<file path="config.mk">
export PLATFORM = sky130hd
export DESIGN_NAME = adder_64
export DESIGN_NICKNAME = d
export VERILOG_FILES = /design/src/rtl/adder_64_pkg.sv /design/src/rtl/adder_64_stage.sv /design/src/rtl/adder_64.sv
export SDC_FILE = /design/constraint.sdc
export NUM_CORES = 1
export LEC_CHECK = 0
export CAP_MARGIN = 10
export CORE_MARGIN = 2
export CORE_UTILIZATION = 62
export CTS_BUF_LIST = sky130_fd_sc_hd__clkbuf_8
export CTS_CLUSTER_DIAMETER = 150
export DETAILED_ROUTE_END_ITERATION = 7
export PLACE_DENSITY = 0.85
export SYNTH_ARGS = -nofsm -noshare
export SYNTH_HDL_FRONTEND = slang
export SYNTH_SLANG_ARGS = --single-unit
</file>
<file path="constraint.sdc">
create_clock -name clk -period 8.5 [get_ports clk]
set_clock_uncertainty 0.05 [all_clocks]
set_input_delay 1.7 -clock clk [delete_from_list [all_inputs] [get_ports clk]]
set_output_delay 1.7 -clock clk [all_outputs]
set_load 0.1 [all_outputs]
</file>
<file path="src/rtl/adder_64_pkg.sv">
// Shared widths and the stage-to-stage bus type for the pipelined 64-bit adder.
package adder_64_pkg;

    localparam int LEN_DATA   = 64;
    localparam int NUM_STAGES = 4;
    localparam int SLICE_W    = LEN_DATA / NUM_STAGES;

    // Everything one pipeline stage hands to the next: the stage valid bit,
    // the carry out of the slice just added, the operands (upper slices are
    // still pending) and the partially assembled sum (lower slices are done).
    typedef struct packed {
        logic                valid;
        logic                carry;
        logic [LEN_DATA-1:0] a;
        logic [LEN_DATA-1:0] b;
        logic [LEN_DATA-1:0] sum;
    } stage_t;

endpackage : adder_64_pkg

</file>
<file path="src/rtl/adder_64_stage.sv">
// One pipeline stage: adds one SLICE-wide slice of a and b with the incoming
// carry, merges the result into the partial sum and registers the lot.
module adder_64_stage
    import adder_64_pkg::*;
#(
    parameter int SLICE     = SLICE_W,
    parameter int STAGE_IDX = 0
) (
    input  logic   clk,
    input  logic   rst,
    input  logic   en,
    input  stage_t stage_in,
    output stage_t stage_out
);

    localparam int LO = STAGE_IDX * SLICE;

    logic [SLICE:0] slice_sum;
    stage_t         stage_next;

    assign slice_sum = {1'b0, stage_in.a[LO +: SLICE]}
                     + {1'b0, stage_in.b[LO +: SLICE]}
                     + {{SLICE{1'b0}}, stage_in.carry};

    // Replace this stage's slice of the partial sum and produce the new carry.
    always_comb begin
        stage_next                   = stage_in;
        stage_next.sum[LO +: SLICE]  = slice_sum[SLICE-1:0];
        stage_next.carry             = slice_sum[SLICE];
    end

    // Valid bit advances every enabled cycle; data only loads for a real
    // operand, so the last stage's sum holds its previous result across bubbles.
    always_ff @(posedge clk or negedge rst) begin
        if (!rst) begin
            stage_out <= '0;
        end else if (en) begin
            stage_out.valid <= stage_next.valid;
            if (stage_next.valid) begin
                stage_out.carry <= stage_next.carry;
                stage_out.a     <= stage_next.a;
                stage_out.b     <= stage_next.b;
                stage_out.sum   <= stage_next.sum;
            end
        end
    end

endmodule : adder_64_stage

</file>
<file path="src/rtl/adder_64.sv">
// Pipelined 64-bit adder: NUM_STAGES slice stages with a rippling carry;
// the last stage register is the output register (sum / rdy).
module adder_64
    import adder_64_pkg::*;
(
    input  logic                clk,
    input  logic                rst,
    input  logic                en,
    input  logic                valid,
    input  logic [LEN_DATA-1:0] a,
    input  logic [LEN_DATA-1:0] b,
    output logic [LEN_DATA-1:0] sum,
    output logic                rdy
);

    stage_t pipe [NUM_STAGES+1];

    // Entry point: fresh operands with no carry and an empty partial sum.
    assign pipe[0].valid = valid;
    assign pipe[0].carry = 1'b0;
    assign pipe[0].a     = a;
    assign pipe[0].b     = b;
    assign pipe[0].sum   = '0;

    for (genvar i = 0; i < NUM_STAGES; i++) begin : g_stage
        adder_64_stage #(
            .SLICE     (SLICE_W),
            .STAGE_IDX (i)
        ) u_stage (
            .clk       (clk),
            .rst       (rst),
            .en        (en),
            .stage_in  (pipe[i]),
            .stage_out (pipe[i+1])
        );
    end

    assign sum = pipe[NUM_STAGES].sum;
    assign rdy = pipe[NUM_STAGES].valid;

    // The final carry (modulo wrap) and the spent operands leave the pipe here.
    logic unused_tail;
    assign unused_tail = ^{pipe[NUM_STAGES].carry, pipe[NUM_STAGES].a, pipe[NUM_STAGES].b};

endmodule : adder_64

</file>
# After elaboration in Yosys (flattened, before gate mapping)
# Cells that the tools add are included.
totals:
  in_bits: 132
  register_bits: 551
  wordCells: 28
op_classes:
  n_reduce_logical: 4
  n_addsub: 7
op_table:
  columns: ["op", "count"]
  rows:
  - ["$add 16x16->17", 3]
  - ["$add 17x1->17", 2]
  - ["$add 16x1->16", 1]
  - ["$add 16x16->16", 1]
  - ["$reduce_and 2->1", 4]

# Logic depth before layout (Yosys ltp)
logic_depth:
  ltp_word: 2
  mapped_depth: 10

# Modules after synthesis
# A second synthesis with hierarchy kept.
unflattened:
  hier_cells: 3658
  area_unflattened_um2: 31938.1
by_module_without_submodules:
  columns: ["module", "cells_per_inst", "area_per_inst_um2", "n_inst"]
  rows:
  - ["adder_64_stage (g_stage[1].u_stage ...)", 915, 7995.2, 2]
  - ["adder_64_stage (g_stage[0].u_stage)", 920, 8007.7, 1]
  - ["adder_64_stage (g_stage[3].u_stage)", 907, 7936.4, 1]
  - ["adder_64", 1, 3.8, 1]

# Worst setup path before layout
# Ideal clock, no wire load.
synth_timing:
  kind: "input to register"
  start: "input a[0]"
  end: "register g_stage[0].u_stage.stage_out[192] (netlist bit)"
  setup_slack_ps: 4508
  path_stages: 9
  n_path_buf: 0
  t_required_ps: 8321
  arrival_ps: 3813
  path_cell_list: "ha_1 -> fa_1 -> a21o_1 -> a21o_1 -> a211oi_1 -> nor2_1 -> o41a_1 -> o21a_1 -> o41a_1"
synth_via:
  elab_chain_len: 1
synth_rtl:
  columns: ["item", "line_no", "text"]
  rows:
  - ["from (decl)", "adder_64.sv:10", "input logic [LEN_DATA-1:0] a,"]
  - ["$add 16x16->17", "adder_64_stage.sv:22", "+ {1'b0, stage_in.b[LO +: SLICE]}"]
  - ["to (decl)", "adder_64_stage.sv:13", "output stage_t stage_out"]
# No other way between the ends.
# A chain may end at the register's enable or synchronous reset.

# Worst setup path after layout
# Same ends and word-level chain as after synthesis.

==> flow_summary.json <==
{
  "cts_buffer_depth": 3,
  "power.total_mw": 7.02,
  "synth_area_leader_cell": "dfrtp_1",
  "antenna_found_initial": 3,
  "clk_pin_slew_ns": 0.06,
  "die_h_microns": 165,
  "relSlewSlack_pct": 26.4,
  "synth_top_area_share_pct": 56.2,
  "syn_area_per_cell_sq_um": 13.2,
  "p_per_area_nw_per_um2": 364,
  "initial_core_util_pct": 63.3,
  "hold_viol": 0,
  "via_count": 10200,
  "power_leakage_nw": 8.64,
  "ir_drop_uv": 317,
  "worstPathRequired_ns": 8.89,
  "hpwl_microns": 20800,
  "grtUsageMet2_pct": 40.0,
  "row_count": 58,
  "syn-cell-area_sq_um": 16000,
  "routed_via_density": 5.67,
  "seq_area_sq_um": 8980,
  "dr.pass1.iters": 7,
  "whs_ns": 0.428,
  "r2r_end": "g_stage[2].u_stage.stage_out[46]$_DFFE_PN0P_",
  "drt_iter0_markers": 636,
  "nets": 1621,
  "rsz0062_at_grt": "false",
  "status": "finished, final reports clean",
  "area_delta_synth_final_pct": 20.7,
  "syn_nets": 1412,
  "final.period_utilization_pct": 47.0,
  "ios": 197,
  "die_w_microns": 165,
  "clk_latency_ns": 0.57,
  "grt_max_degree": 191,
  "root_buffer": "clkbuf_8",
  "die_area_sq_um": 27100,
  "grt.total_usage_pct": 23.6,
  "grt.met3_usage_pct": 4.12,
  "critical_path_class": "in -> reg",
  "syn_inst": 1213,
  "top_regs": "g_stage.u_stage.stage_out: 359 flops",
  "synth_area_leaders": "dfrtp_1, mux2_2, ha_1",
  "portBuffers": 196,
  "first_global_vias": 10500,
  "wl_per_cell_microns": 17.4,
  "ctsResizeCount": 0,
  "synth-main-ff-cell": "dfrtp_1",
  "grt.busiest_layer": "met2",
  "largest_reg_flops": 359,
  "hold_buffers": 0,
  "endpoint_kind": "flop",
  "htreeDepth": 2,
  "synth_cell_types": 57,
  "fin_crit_ns": 3.99,
  "rr_worst_depth": 9,
  "finalMaxSlewViolations": 0,
  "finish.utilization_pct": 76.4,
  "overflow": 0,
  "timing.fmax_mhz": 251,
  "cts_tree": "built",
  "gp_congestion": 0.867,
  "ys_ff_latch": 359,
  "ys_async_sr_fraction_pct": 100,
  "r2r-start": "g_stage[1].u_stage.stage_out[96]$_DFFE_PN0P_",
  "tightest_slew_ns": 1.10,
  "regToRegSetupSlack_ns": 5.03,
  "drive_above_1_share_pct": 26.1,
  "cp_max_fo": 3,
  "use_met1_pct": 31.3,
  "ys_warn_count": 0,
  "clock_sinks": 359,
  "holdCritStartpoint": "g_stage[2].u_stage.stage_out[43]$_DFFE_PN0P_",
  "dpl-instance-area_sq_um": 18300,
  "synthTopCellsByCount": "dfrtp_1, mux2_2, o21ai_0",
  "num-fill-cells": 1593,
  "finalSetupViolations": 0,
  "synth_edf_count": 0,
  "drcViolationCount": 0,
  "cp-startpoint": "a[0]",
  "min_path_type": "reg -> reg",
  "seq_area_frac_synth_pct": 56.2,
  "finalSetupTns_ns": 0,
  "critPathLaunchType": "primary input",
  "ant_nets": 0,
  "wirelength_microns": 31200,
  "coreArea_sq_um": 25300,
  "cp.arrival_ns": 4.38,
  "post_cts_buffers": 0,
  "numCtsBuffers": 56,
  "multiInputGateArea_sq_um": 6780,
  "synth.most_common_cell": "dfrtp_1",
  "final_area_sq_um": 19300,
  "maxCapViolations": 0,
  "min_to": "g_stage[2].u_stage.stage_out[43]$_DFFE_PN0P_",
  "grt_first_pass_wirelength_microns": 51200,
  "min_delay_path_depth": 2,
  "regMostFlops": "g_stage.u_stage.stage_out"
}
through the flow:
| stage | instances | worst slack [ns] |
|---|---|---|
| CTS | 1790 | 4.53 |
| floorplan | 1213 | 4.51 |
| global placement | 1694 | 3.97 |
| global route | 1792 | 4.44 |
| detailed placement | 1694 | 3.94 |
| finish | 1793 | 4.51 |
power breakdown:
| part | switching, mW | total (mW) | internal, mW |
|---|---|---|---|
| Combinational | 1.96 | 3.09 | 1.13 |
| Sequential | 0.329 | 2.61 | 2.28 |
| Clock | 0.626 | 1.31 | 0.687 |
logic make-up (layout without fill, tap and decap cells):
group                    Yosys count  in the layout  synth area share [%]
AO/OA/AOI/OAI                    215            215                  8.41
AND/OR/NAND/NOR                  157            157                  4.68
multiplexers                     300            300                  21.1
XOR/XNOR                          44             44                  2.41
buffers and inverters             71            318                  1.67
adder cells (fa/ha/maj)           67             67                  5.57
flip-flops                       359            359                  56.2
other                              0              3                     0
worst max-delay path, stage by stage:
cell             delay, ns
clkdlybuf4s50_1       0.40
ha_1                  0.24
fa_1                  0.41
a21o_1                0.17
a21o_1                0.22
a211oi_1              0.24
nor2_1                0.10
o41a_1                0.40
o21a_1                0.20
o41a_1                0.31
cells in the final DEF, fill, tap and decap left out, types with 4 or more instances in the layout:
master	n
a211o_1	4
a211oi_1	9
a21o_1	17
a21oi_1	41
a31oi_1	8
buf_4	5
clkbuf_8	65
clkdlybuf4s50_1	195
dfrtp_1	359
fa_1	7
ha_1	60
inv_1	47
mux2_2	298
nand2_1	69
nand2_4	4
nand2b_1	5
nand3_1	9
nor2_1	21
nor2b_1	4
nor3_1	13
nor3b_1	8
o21a_1	11
o21ai_0	82
o21bai_1	5
o31ai_1	7
or3_1	7
xnor2_1	22
xor2_1	22
cell type report:
class                           instances  share of cell area, %
Sequential cell                       359                   46.5
Multi-Input combinational cell        783                   35.1
Timing Repair Buffer                  202                   10.5
Clock buffer                           65                   4.64
Tap cell                              330                   2.14
Clock inverter                         31                  0.655
Inverter                               20                  0.389
Antenna cell                            3                 0.0389
layer usage:
metal | vias to the layer above | part of all wire, %
li1 | 4808 | -
met1 | 5061 | 44
met2 | 243 | 49
met3 | 56 | 4.7
met4 | 0 | 2.2
met5 | - | 0
how the worst max path moves through the flow:
stage	endpoint	slack, ns	cells past startpoint
floorplan	g_stage[0].u_stage.stage_out[192]$_DFFE_PN0P_	4.51	9
global placement	g_stage[0].u_stage.stage_out[192]$_DFFE_PN0P_	3.97	10
detailed placement	g_stage[0].u_stage.stage_out[192]$_DFFE_PN0P_	3.94	10
CTS	g_stage[0].u_stage.stage_out[192]$_DFFE_PN0P_	4.53	10
global route	g_stage[0].u_stage.stage_out[192]$_DFFE_PN0P_	4.44	10
finish	g_stage[0].u_stage.stage_out[192]$_DFFE_PN0P_	4.51	10
Note: power is estimated with default switching activity, not from simulation.
